**src/rtl/hcsr04_ranger.sv**
```systemverilog
// hcsr04_ranger: measurement engine for the HC-SR04 ultrasonic sensor.
//   Fires a trigger pulse, times the echo-high width and converts it to
//   whole centimetres. A held distance word, a 1-cycle valid strobe and a
//   broken flag are presented to the downstream bus slave.
// Ports:
//   clk        in   system clock
//   reset_l    in   asynchronous active-low reset
//   enable     in   1 = run periodic measurements (sampled only when idle)
//   echo       in   raw sensor echo, asynchronous to clk
//   trigger    out  sensor trigger pulse
//   dist_cm    out  last result in cm, 16'hFFFF = no echo / over-range
//   dist_valid out  1-cycle strobe when dist_cm/broken update
//   broken     out  1 = last measurement failed
//   busy       out  1 = a measurement cycle is in progress
module hcsr04_ranger #(
  parameter int TRIG_CYCLES   = 500,
  parameter int CYCLES_PER_CM = 2900,
  parameter int RISE_TIMEOUT  = 1_500_000,
  parameter int MAX_CM        = 400,
  parameter int PERIOD_CYCLES = 3_000_000
) (
  input  logic        clk,
  input  logic        reset_l,
  input  logic        enable,
  input  logic        echo,
  output logic        trigger,
  output logic [15:0] dist_cm,
  output logic        dist_valid,
  output logic        broken,
  output logic        busy
);

  localparam int CYC_MAX_A = (TRIG_CYCLES > RISE_TIMEOUT) ? TRIG_CYCLES : RISE_TIMEOUT;
  localparam int CYC_MAX   = (CYC_MAX_A > PERIOD_CYCLES) ? CYC_MAX_A : PERIOD_CYCLES;
  localparam int CYC_W     = $clog2(CYC_MAX) + 1;
  localparam int SUB_W     = (CYCLES_PER_CM > 1) ? $clog2(CYCLES_PER_CM) : 1;
  localparam logic [SUB_W-1:0] SUB_LAST = SUB_W'(CYCLES_PER_CM - 1);

  typedef enum logic [2:0] {
    IDLE      = 3'd0,
    TRIG      = 3'd1,
    WAIT_RISE = 3'd2,
    MEASURE   = 3'd3,
    DONE      = 3'd4,
    HOLDOFF   = 3'd5
  } state_t;

  state_t           state_q, state_d;
  logic [CYC_W-1:0] cyc_q, cyc_d;
  logic [SUB_W-1:0] sub_q, sub_d;
  logic [15:0]      cm_q, cm_d;
  logic [15:0]      dist_cm_q, dist_cm_d;
  logic             broken_q, broken_d;
  logic             trigger_q, trigger_d;
  logic             dist_valid_q, dist_valid_d;
  logic             busy_q, busy_d;
  logic             echo_meta_q, echo_meta_d;
  logic             echo_s_q, echo_s_d;

  // Next-state, counter and output computation
  always_comb begin
    state_d      = state_q;
    cyc_d        = {CYC_W{1'b0}};
    sub_d        = sub_q;
    cm_d         = cm_q;
    dist_cm_d    = dist_cm_q;
    broken_d     = broken_q;
    echo_meta_d  = echo;
    echo_s_d     = echo_meta_q;

    case (state_q)
      IDLE: begin
        // A stuck-high echo keeps us parked: never fire into a busy sensor.
        if (enable && !echo_s_q) begin
          state_d = TRIG;
        end else begin
          state_d = IDLE;
        end
      end
      TRIG: begin
        if (cyc_q == CYC_W'(TRIG_CYCLES - 1)) begin
          state_d = WAIT_RISE;
        end else begin
          state_d = TRIG;
        end
      end
      WAIT_RISE: begin
        if (echo_s_q) begin
          // The cycle that sees the rise is already echo-high, so it is
          // counted here; this makes the result floor(W / CYCLES_PER_CM).
          state_d = MEASURE;
          if (SUB_LAST == {SUB_W{1'b0}}) begin
            sub_d = {SUB_W{1'b0}};
            cm_d  = 16'd1;
          end else begin
            sub_d = SUB_W'(1);
            cm_d  = 16'd0;
          end
        end else if (cyc_q == CYC_W'(RISE_TIMEOUT - 1)) begin
          state_d   = DONE;
          dist_cm_d = 16'hFFFF;
          broken_d  = 1'b1;
        end else begin
          state_d = WAIT_RISE;
        end
      end
      MEASURE: begin
        if (!echo_s_q) begin
          state_d   = DONE;
          dist_cm_d = cm_q;
          broken_d  = 1'b0;
        end else if (sub_q == SUB_LAST) begin
          // Wrapping sub would push cm past the legal maximum.
          if (cm_q == 16'(MAX_CM)) begin
            state_d   = DONE;
            dist_cm_d = 16'hFFFF;
            broken_d  = 1'b1;
          end else begin
            sub_d = {SUB_W{1'b0}};
            cm_d  = cm_q + 16'd1;
          end
        end else begin
          sub_d = sub_q + SUB_W'(1);
        end
      end
      DONE: begin
        state_d = HOLDOFF;
      end
      HOLDOFF: begin
        if (cyc_q == CYC_W'(PERIOD_CYCLES - 1)) begin
          state_d = IDLE;
        end else begin
          state_d = HOLDOFF;
        end
      end
      default: begin
        state_d = IDLE;
      end
    endcase

    // cyc restarts on every state change and only runs in timed states.
    if (state_d != state_q) begin
      cyc_d = {CYC_W{1'b0}};
    end else if ((state_q == TRIG) || (state_q == WAIT_RISE) || (state_q == HOLDOFF)) begin
      cyc_d = cyc_q + CYC_W'(1);
    end else begin
      cyc_d = {CYC_W{1'b0}};
    end

    // Outputs are registered from the next state so they align with it.
    trigger_d    = (state_d == TRIG);
    dist_valid_d = (state_d == DONE);
    busy_d       = (state_d != IDLE);
  end

  // State, counters, synchroniser and registered outputs
  always_ff @(posedge clk or negedge reset_l) begin
    if (!reset_l) begin
      state_q      <= IDLE;
      cyc_q        <= {CYC_W{1'b0}};
      sub_q        <= {SUB_W{1'b0}};
      cm_q         <= 16'd0;
      dist_cm_q    <= 16'd0;
      broken_q     <= 1'b0;
      trigger_q    <= 1'b0;
      dist_valid_q <= 1'b0;
      busy_q       <= 1'b0;
      echo_meta_q  <= 1'b0;
      echo_s_q     <= 1'b0;
    end else begin
      state_q      <= state_d;
      cyc_q        <= cyc_d;
      sub_q        <= sub_d;
      cm_q         <= cm_d;
      dist_cm_q    <= dist_cm_d;
      broken_q     <= broken_d;
      trigger_q    <= trigger_d;
      dist_valid_q <= dist_valid_d;
      busy_q       <= busy_d;
      echo_meta_q  <= echo_meta_d;
      echo_s_q     <= echo_s_d;
    end
  end

  assign trigger    = trigger_q;
  assign dist_cm    = dist_cm_q;
  assign dist_valid = dist_valid_q;
  assign broken     = broken_q;
  assign busy       = busy_q;

endmodule
```
**config.mk**
```make
export PLATFORM = sky130hd
export DESIGN_NAME = hcsr04_ranger
export DESIGN_NICKNAME = d
export VERILOG_FILES = /design/src/rtl/hcsr04_ranger.sv
export SDC_FILE = /design/constraint.sdc
export NUM_CORES = 1
export LEC_CHECK = 0
export BUFFER_PORTS_ARGS = -buffer_cell sky130_fd_sc_hd__buf_2
export CORE_ASPECT_RATIO = 1.1
export CORE_MARGIN = 3
export CORE_UTILIZATION = 54
export DETAILED_ROUTE_END_ITERATION = 12
export PLACE_DENSITY = 0.72
export SETUP_SLACK_MARGIN = 0.5
export SLEW_MARGIN = 0
export SYNTH_ARGS = -nofsm -noshare
export SYNTH_HDL_FRONTEND = slang
export SYNTH_SLANG_ARGS = --single-unit
```
**constraint.sdc**
```tcl
create_clock -name clk -period 2.4 [get_ports clk]
set_input_delay 0.48 -clock clk [delete_from_list [all_inputs] [get_ports clk]]
set_output_delay 0.48 -clock clk [all_outputs]
set_load 0.03 [all_outputs]
```
==> results.md, run 1 <==
- Status: finished, final reports clean
- Placed Instances: 497
- Row cnt: 31
- Yosys reg bits: 76
- Worst Setup Path Type: flip-flop to flip-flop
- Async set-reset flop share out of synthesis: 100.0%
- Routed Antenna Nets: 0
- Initial antenna violation count: 0
- Non-Filler Instances: 548
- Grt total ovfl: 0
- CORE AREA: 0.006671 sq mm
- Routed WL: 10780 um
- Die Y: 93.69 um
- Global-route usage over all layers: 24.53%
- Worst slew margin: 55.91%
- DP HPWL: 5943 um
- Met3 Use GR: 4.211%
- Synthesized cell area: 0.003775 sq mm
- DRT Pass-1 Iters: 5
- Final Hold Fails: 0
- CP Capture Type: flip-flop
- Leakage: 2.202 nW
- Htree depth: 3
- Post-synth top area cell: dfrtp_1
- Die ar.: 0.008031 sq mm
- Worst slew pin tran: 659.7 ps
- Xor/xnor share of the synthesized area: 6.729%
- Vias in the first global route: 3258
- Required time of the critical path: 2690 ps
- Remaining DRCs: 0
- Vias/cell: 6.398
- # IOs: 24
- Worst-path fanout max: 5
- Post-synthesis sequential area ratio: 50.38%
- Post-Synth Simple-Gate Area: 26.68%
- CTS tree: yes
- Largest family of logic cells by synthesized area: simple AND/OR/NAND/NOR gates
- Hold/Removal Path Class: input port to async pin
- Mux contribution to synthesized area: 0.2983%
- Fin crit period: 2190 ps
- Synthesis warning total: 0
- Port Buffer Count: 23
- Tot Pwr: 2.404 mW
- Global placement routability congestion: 0.8821
- Cell count after synthesis: 378
- Worst path max stage delay: 580 ps
- Top-area cell type share of the netlist area: 50.38%
- Most frequent cells in the layout: dfrtp_1 (75), buf_4 (39), nor2_1 (36), xor2_1 (25), nand2_1 (24)
- CTS clock-pin slew for the worst setup and hold paths: 80 ps
- Per-cell routed wire length: 19.67 um
- Via Count: 3506
- Cts bufs inserted: 9
- Worst Reg-to-Reg Cells: 8
- Fmax: 456.6 MHz
- Most common cell after layout, fill and taps aside: dfrtp_1
- Crit path DAT: 2480 ps
- Clock skew: 10.80 ps
- # setup viols final: 0
- Hold_buf cts: 0
- First-pass GRT wire length: 15470 um
- Chip width: 85.72 um
- CP Launch Type: flip-flop
- Post-synthesis adder-cell area fraction: 1.326%
- Worst IR Drop VDD: 515.7 uV
- Layout area overhead: 37.72%
- Worst-case clock buffer depth: 2
- 1st-iter DRT viols: 248
- Post-synthesis cell type count: 47
- Met1 Use GR: 30.77%
- Smallest hold slack: 72.18 ps
- Clock Sinks: 76
- Setup_tns: 0 ps
- RSZ-0062 raised after global routing: yes
- Layout Nets: 469
- Largest net degree at the start of global routing: 35
- Fin. max-slew vios: 0
- R2r startpoint: sub_q[10]
- Top cells by area, synth: dfrtp_1 (50%), xor2_1 (5.8%), nor2_1 (5.0%), o22a_1 (3.7%), nand3_1 (2.9%)
- Tcrit/Tclk final: 91.26%
- RR Endpoint: dist_cm[3]
- Top FF cell, synth: dfrtp_1
- R2R setup slack: 210 ps
- Synth Area in Compound Gates: 12.36%
- Cells along the critical path: buf_4 -> nand4b_1 -> or4_4 -> o211a_4 -> nor3_4 -> buf_6 -> buf_12 -> o22a_1
- Syn Nets: 386
- Post-synth EDFFs: 0
- Clock latency at the later pin of the worst-skew pair: 360 ps
- Share of layout cells above drive strength 1: 36.05%
- CP max stage cell: or4_4
- Met2 usage: 40.80%
- # diodes: 0
- Max_cap viols: 0
- Cell Pwr Density: 462.5 mW/mm^2
- Post-Syn Area per Cell: 9.986 sq um
- Starting Density: 56.58%
- Busiest grt layer: met2
- Root buf cell: clkbuf_8
==> sequential cells by signal (all words and copies together) (netlist names) <==
name,flops
echo_meta_q,1
sub_q,12
busy,1
echo_s_q,1
trigger,1
dist_cm,16
cm_q,16
cyc_q,23
broken,1
state_q,3
dist_valid,1
==> layout make-up <==
type | count | area, sq um
Multi-Input combinational cell | 282 | 2181
Sequential cell | 76 | 1903
Fill cell | 410 | 1473
Timing Repair Buffer | 84 | 763.2
Clock buffer | 10 | 127.6
Tap cell | 82 | 102.6
Clock inverter | 6 | 87.58
Inverter | 8 | 33.78
==> synth_stat cells (3+ instances only) <==
library cell  number
o2111ai_1          4
inv_1              8
and4_1             5
dfrtp_1           76
or4_1              8
or3_1              8
nor4_1             5
o22a_1            16
nand3b_1           5
ha_1               4
and3_1             3
nor2_1            50
nand2_1           26
nand3_1           22
xor2_1            25
o21ai_0           19
nor4b_1            4
nand4_1           17
o31ai_1            6
nand2b_1           4
nor3_1             6
a21oi_1           13
clkbuf_1          10
xnor2_1            4
==> layer usage <==
layer	vias to the layer above	wire, um	share of wire (%)
li1	1553	-	-
met1	1747	4256	39
met2	160	5596	52
met3	46	607	5.6
met4	0	318	3.0
met5	-	0	0
==> report_power, final <==
part | switching [mW] | internal, mW
combinational | 0.0283 | 0.00917
sequential | 0.00122 | 1.28
clock | 0.497 | 0.588
total | 0.526 | 1.88
==> per-stage QoR <==
step,util (%),setup slack [ps],instance area (sq um)
after floorplan,-,177.5,3844
after global placement,63.18,163.2,4215
after detailed placement,63.18,130.2,4215
after CTS,71.87,239.6,4795
after global routing,77.93,147.3,5199
final,77.93,209.7,5199
==> what timing repair did <==
action / in CTS / in global routing
setup endpoints to repair: 72 / 74
cloned: 1 / 4
gates resized for setup: 32 / 64
buffers inserted: 20 / 10
pin swaps: 15 / 22
==> cells by family (layout without fill, tap and decap cells) <==
group	count (synthesis)	after routing
flops	76	76
xor+xnor	29	29
fa+ha+maj	4	4
compound gates	67	67
simple gates	181	181
buf+inv	20	108
mux	1	1
==> critical path: cells and delay by family (launching register included) <==
kind / cells / cell delay [ps]
AND/OR/NAND/NOR: 3 / 940
AO/OA/AOI/OAI: 2 / 410
buffers and inverters: 3 / 400
flip-flops: 1 / 380
==> worst max path at each step <==
stage | slack (ps) | depth (start not counted) | from | endpoint
final | 210 | 8 | sub_q[10] | dist_cm[3]
after global placement | 160 | 6 | cm_q[11] | sub_q[4]
after detailed placement | 130 | 7 | sub_q[0] | dist_cm[3]
after global routing | 150 | 8 | cyc_q[1] | cyc_q[20]
after CTS | 240 | 8 | cyc_q[1] | cyc_q[18]
after floorplan | 180 | 6 | sub_q[7] | dist_cm[10]
Note: power is estimated with default switching activity, not from simulation.
==> inputs of run 2 (changes only) <==
--- a/config.mk
+++ b/config.mk
@@ -7,10 +7,11 @@
 export LEC_CHECK = 0
 export BUFFER_PORTS_ARGS = -buffer_cell sky130_fd_sc_hd__buf_2
 export CORE_ASPECT_RATIO = 1.1
-export CORE_MARGIN = 3
-export CORE_UTILIZATION = 54
+export CORE_MARGIN = 1.5
+export CORE_UTILIZATION = 57
+export CTS_BUF_LIST = sky130_fd_sc_hd__clkbuf_8
 export DETAILED_ROUTE_END_ITERATION = 12
-export PLACE_DENSITY = 0.72
+export PLACE_DENSITY = 0.76
 export SETUP_SLACK_MARGIN = 0.5
 export SLEW_MARGIN = 0
 export SYNTH_ARGS = -nofsm -noshare
==> run 2 against run 1 <==
Compared with the run above: the flow now finishes with violations (negative setup slack); flip-flop and latch count is the same; die area decreased by 11%; cell count increased by 1.3%.
==> results.md, run 2 (synthesis results as in run 1) <==
- Status: finished with violations
- Failing checks: negative setup slack
- Initial antenna violation count: 0 (unchanged)
- Routed Antenna Nets: 0 (unchanged)
- Port Buffer Count: 23 (unchanged)
- RR Endpoint: cm_q[12]
- Largest net degree at the start of global routing: 43 (+23%)
- Global-route usage over all layers: 31.06% (+6.5 points)
- Hold/Removal Path Class: input port to async pin
- Psw: 517.0 uW (-1.7%)
- Worst slew pin tran: 662.0 ps (+2.318 ps)
- Tot Pwr: 2.167 mW (-9.9%)
- Row cnt: 30 (-3.2%)
- Cells along the critical path: or4b_4 -> nor4_4 -> buf_4 -> o2111ai_4 -> or4_4 -> a21oi_2
- Placed Instances: 490 (-1.4%)
- Leakage: 2.221 nW (+0.88%)
- Grt total ovfl: 0 (unchanged)
- Via Count: 3726 (+6.3%)
- Cts bufs inserted: 9 (unchanged)
- Fin. max-slew vios: 0 (unchanged)
- Remaining DRCs: 0 (unchanged)
- R2R setup slack: -0.2 ps (-210 ps)
- First-pass GRT wire length: 16670 um (+7.8%)
- Final Hold Fails: 0 (unchanged)
- Vias/cell: 6.714 (+4.9%)
- Layout Nets: 479 (+2.1%)
- Max_cap viols: 0 (unchanged)
- Non-Filler Instances: 555 (+1.3%)
- Global placement routability congestion: 0.8909 (+1.0%)
- Tcrit/Tclk final: 100.0% (+8.7 points)
- Worst slew margin: 55.76% (-0.15 points)
- CP top delay family: simple AND/OR/NAND/NOR gates
- Fin crit period: 2400 ps (+209.9 ps)
- Setup_tns: -0.2094 ps (-0.2094 ps)
- Layout area overhead: 41.30%
- Most common cell after layout, fill and taps aside: dfrtp_1
- DP HPWL: 5863 um (-1.3%)
- Worst Path Buf+Inv: 1 (-2)
- Worst-case clock buffer depth: 2 (unchanged)
- Clock power share: 39.1% (-6.0 points)
- CP max stage cell: or4b_4
- # diodes: 0 (unchanged)
- Sw frac: 23.86% (+2.0 points)
- Required time of the critical path: 2650 ps (-40 ps)
- Max reg flops: 23 (unchanged)
- Vias in the first global route: 3379 (+3.7%)
- Worst-path fanout max: 7 (+2)
- RSZ-0062 raised after global routing: yes
- Htree depth: 3 (unchanged)
- Worst Reg-to-Reg Cells: 6 (-2)
- Routed WL: 12670 um (+18%)
- Die Y: 88.35 um (-5.7%)
- Most frequent cells in the layout: dfrtp_1 (70), buf_4 (45), nor2_1 (28), nand2_1 (25), xor2_1 (25)
- # IOs: 24 (unchanged)
- CTS tree: yes
- CP Capture Type: flip-flop
- Clock latency at the later pin of the worst-skew pair: 360 ps (about the same)
- Worst Setup Path Type: flip-flop to flip-flop
- Cell Pwr Density: 406.2 mW/mm^2 (-12%)
- # setup viols final: 1 (+1)
- Crit path DAT: 2650 ps (+170 ps)
- Clock Sinks: 76 (unchanged)
- Starting Density: 60.22% (+3.6 points)
- Clock skew: 14.58 ps (+3.782 ps)
- CORE AREA: 0.006269 sq mm (-6.0%)
- DRT Pass-1 Iters: 6 (+1)
- 1st-iter DRT viols: 420 (+69%)
- Worst path max stage delay: 550 ps (-30 ps)
- CTS clock-pin slew for the worst setup and hold paths: 90 ps (about the same)
- Die ar.: 0.007120 sq mm (-11%)
- Int Power: 1.650 mW (-12%)
- Per-cell routed wire length: 22.84 um (+16%)
- Chip width: 80.59 um (-6.0%)
- Most flop-heavy register: cyc_q
- Worst IR Drop VDD: 299.1 uV (-42%)
- Share of layout cells above drive strength 1: 40.21% (+4.2 points)
- Fmax: 416.6 MHz (-8.7%)
- Combinational share of power: 1.7% (about the same)
- CP Launch Type: flip-flop
- R2r startpoint: sub_q[3]
- Root buf cell: clkbuf_8
- Seq pwr share: 59.2% (+5.9 points)
- Worst setup margin: -0.2094 ps (-209.9 ps)
[run 2: worst max path at each step]
stage	cells after the start	endpoint	from
after CTS	7	cm_q[4]	sub_q[10]
after floorplan	6	dist_cm[10]	sub_q[7]
after detailed placement	7	sub_q[7]	sub_q[0]
final	6	cm_q[12]	sub_q[3]
after global placement	6	dist_cm[7]	sub_q[7]
after global routing	6	cm_q[12]	sub_q[3]
[run 2: what timing repair did]
item	4_1_cts	5_1_grt
pin swaps	21	38
setup endpoints to repair	74	74
cloned	5	1
gates resized for setup	49	68
hold buffers	0	0
setup buffers	27	17
[run 2: layout make-up]
| type | instances | area [sq um] |
|---|---|---|
| clock buffers | 9 | 123.9 |
| clock inverters | 6 | 33.78 |
| fillers | 309 | 934.6 |
| inverters | 8 | 33.78 |
| multi-input cells | 282 | 2212 |
| flip-flops and latches | 76 | 1909 |
| well taps | 80 | 100.1 |
| repair buffers | 94 | 920.9 |
[run 2: metal layers]
metal  part of all wire (%)  track usage (%)
met5                      0                0
met4                    6.0            13.32
met3                    6.4            4.124
met2                     51            56.46
met1                     36            36.80
[run 2: stage by stage]
step	util, %	hold slack (ps)	setup WS (ps)	cell area, sq um
global route	85.09	96.28	-73.20	5334
detailed placement	66.61	345.8	60.71	4175
finish	85.09	72.52	-0.2094	5334
global placement	66.61	339.2	221.4	4175
CTS	77.86	82.31	163.3	4881
floorplan	-	184.4	177.5	3844
[run 2: power groups by stage]
stage / logic (mW) / clock network [mW] / registers, mW
2_1_floorplan: 0.00190 / 0 / 1.31
3_3_place_gp: 0.0339 / 0 / 1.31
3_5_place_dp: 0.0344 / 0 / 1.31
4_1_cts: 0.0345 / 0.836 / 1.28
5_1_grt: 0.0420 / 0.920 / 1.28
6_report: 0.0368 / 0.847 / 1.28
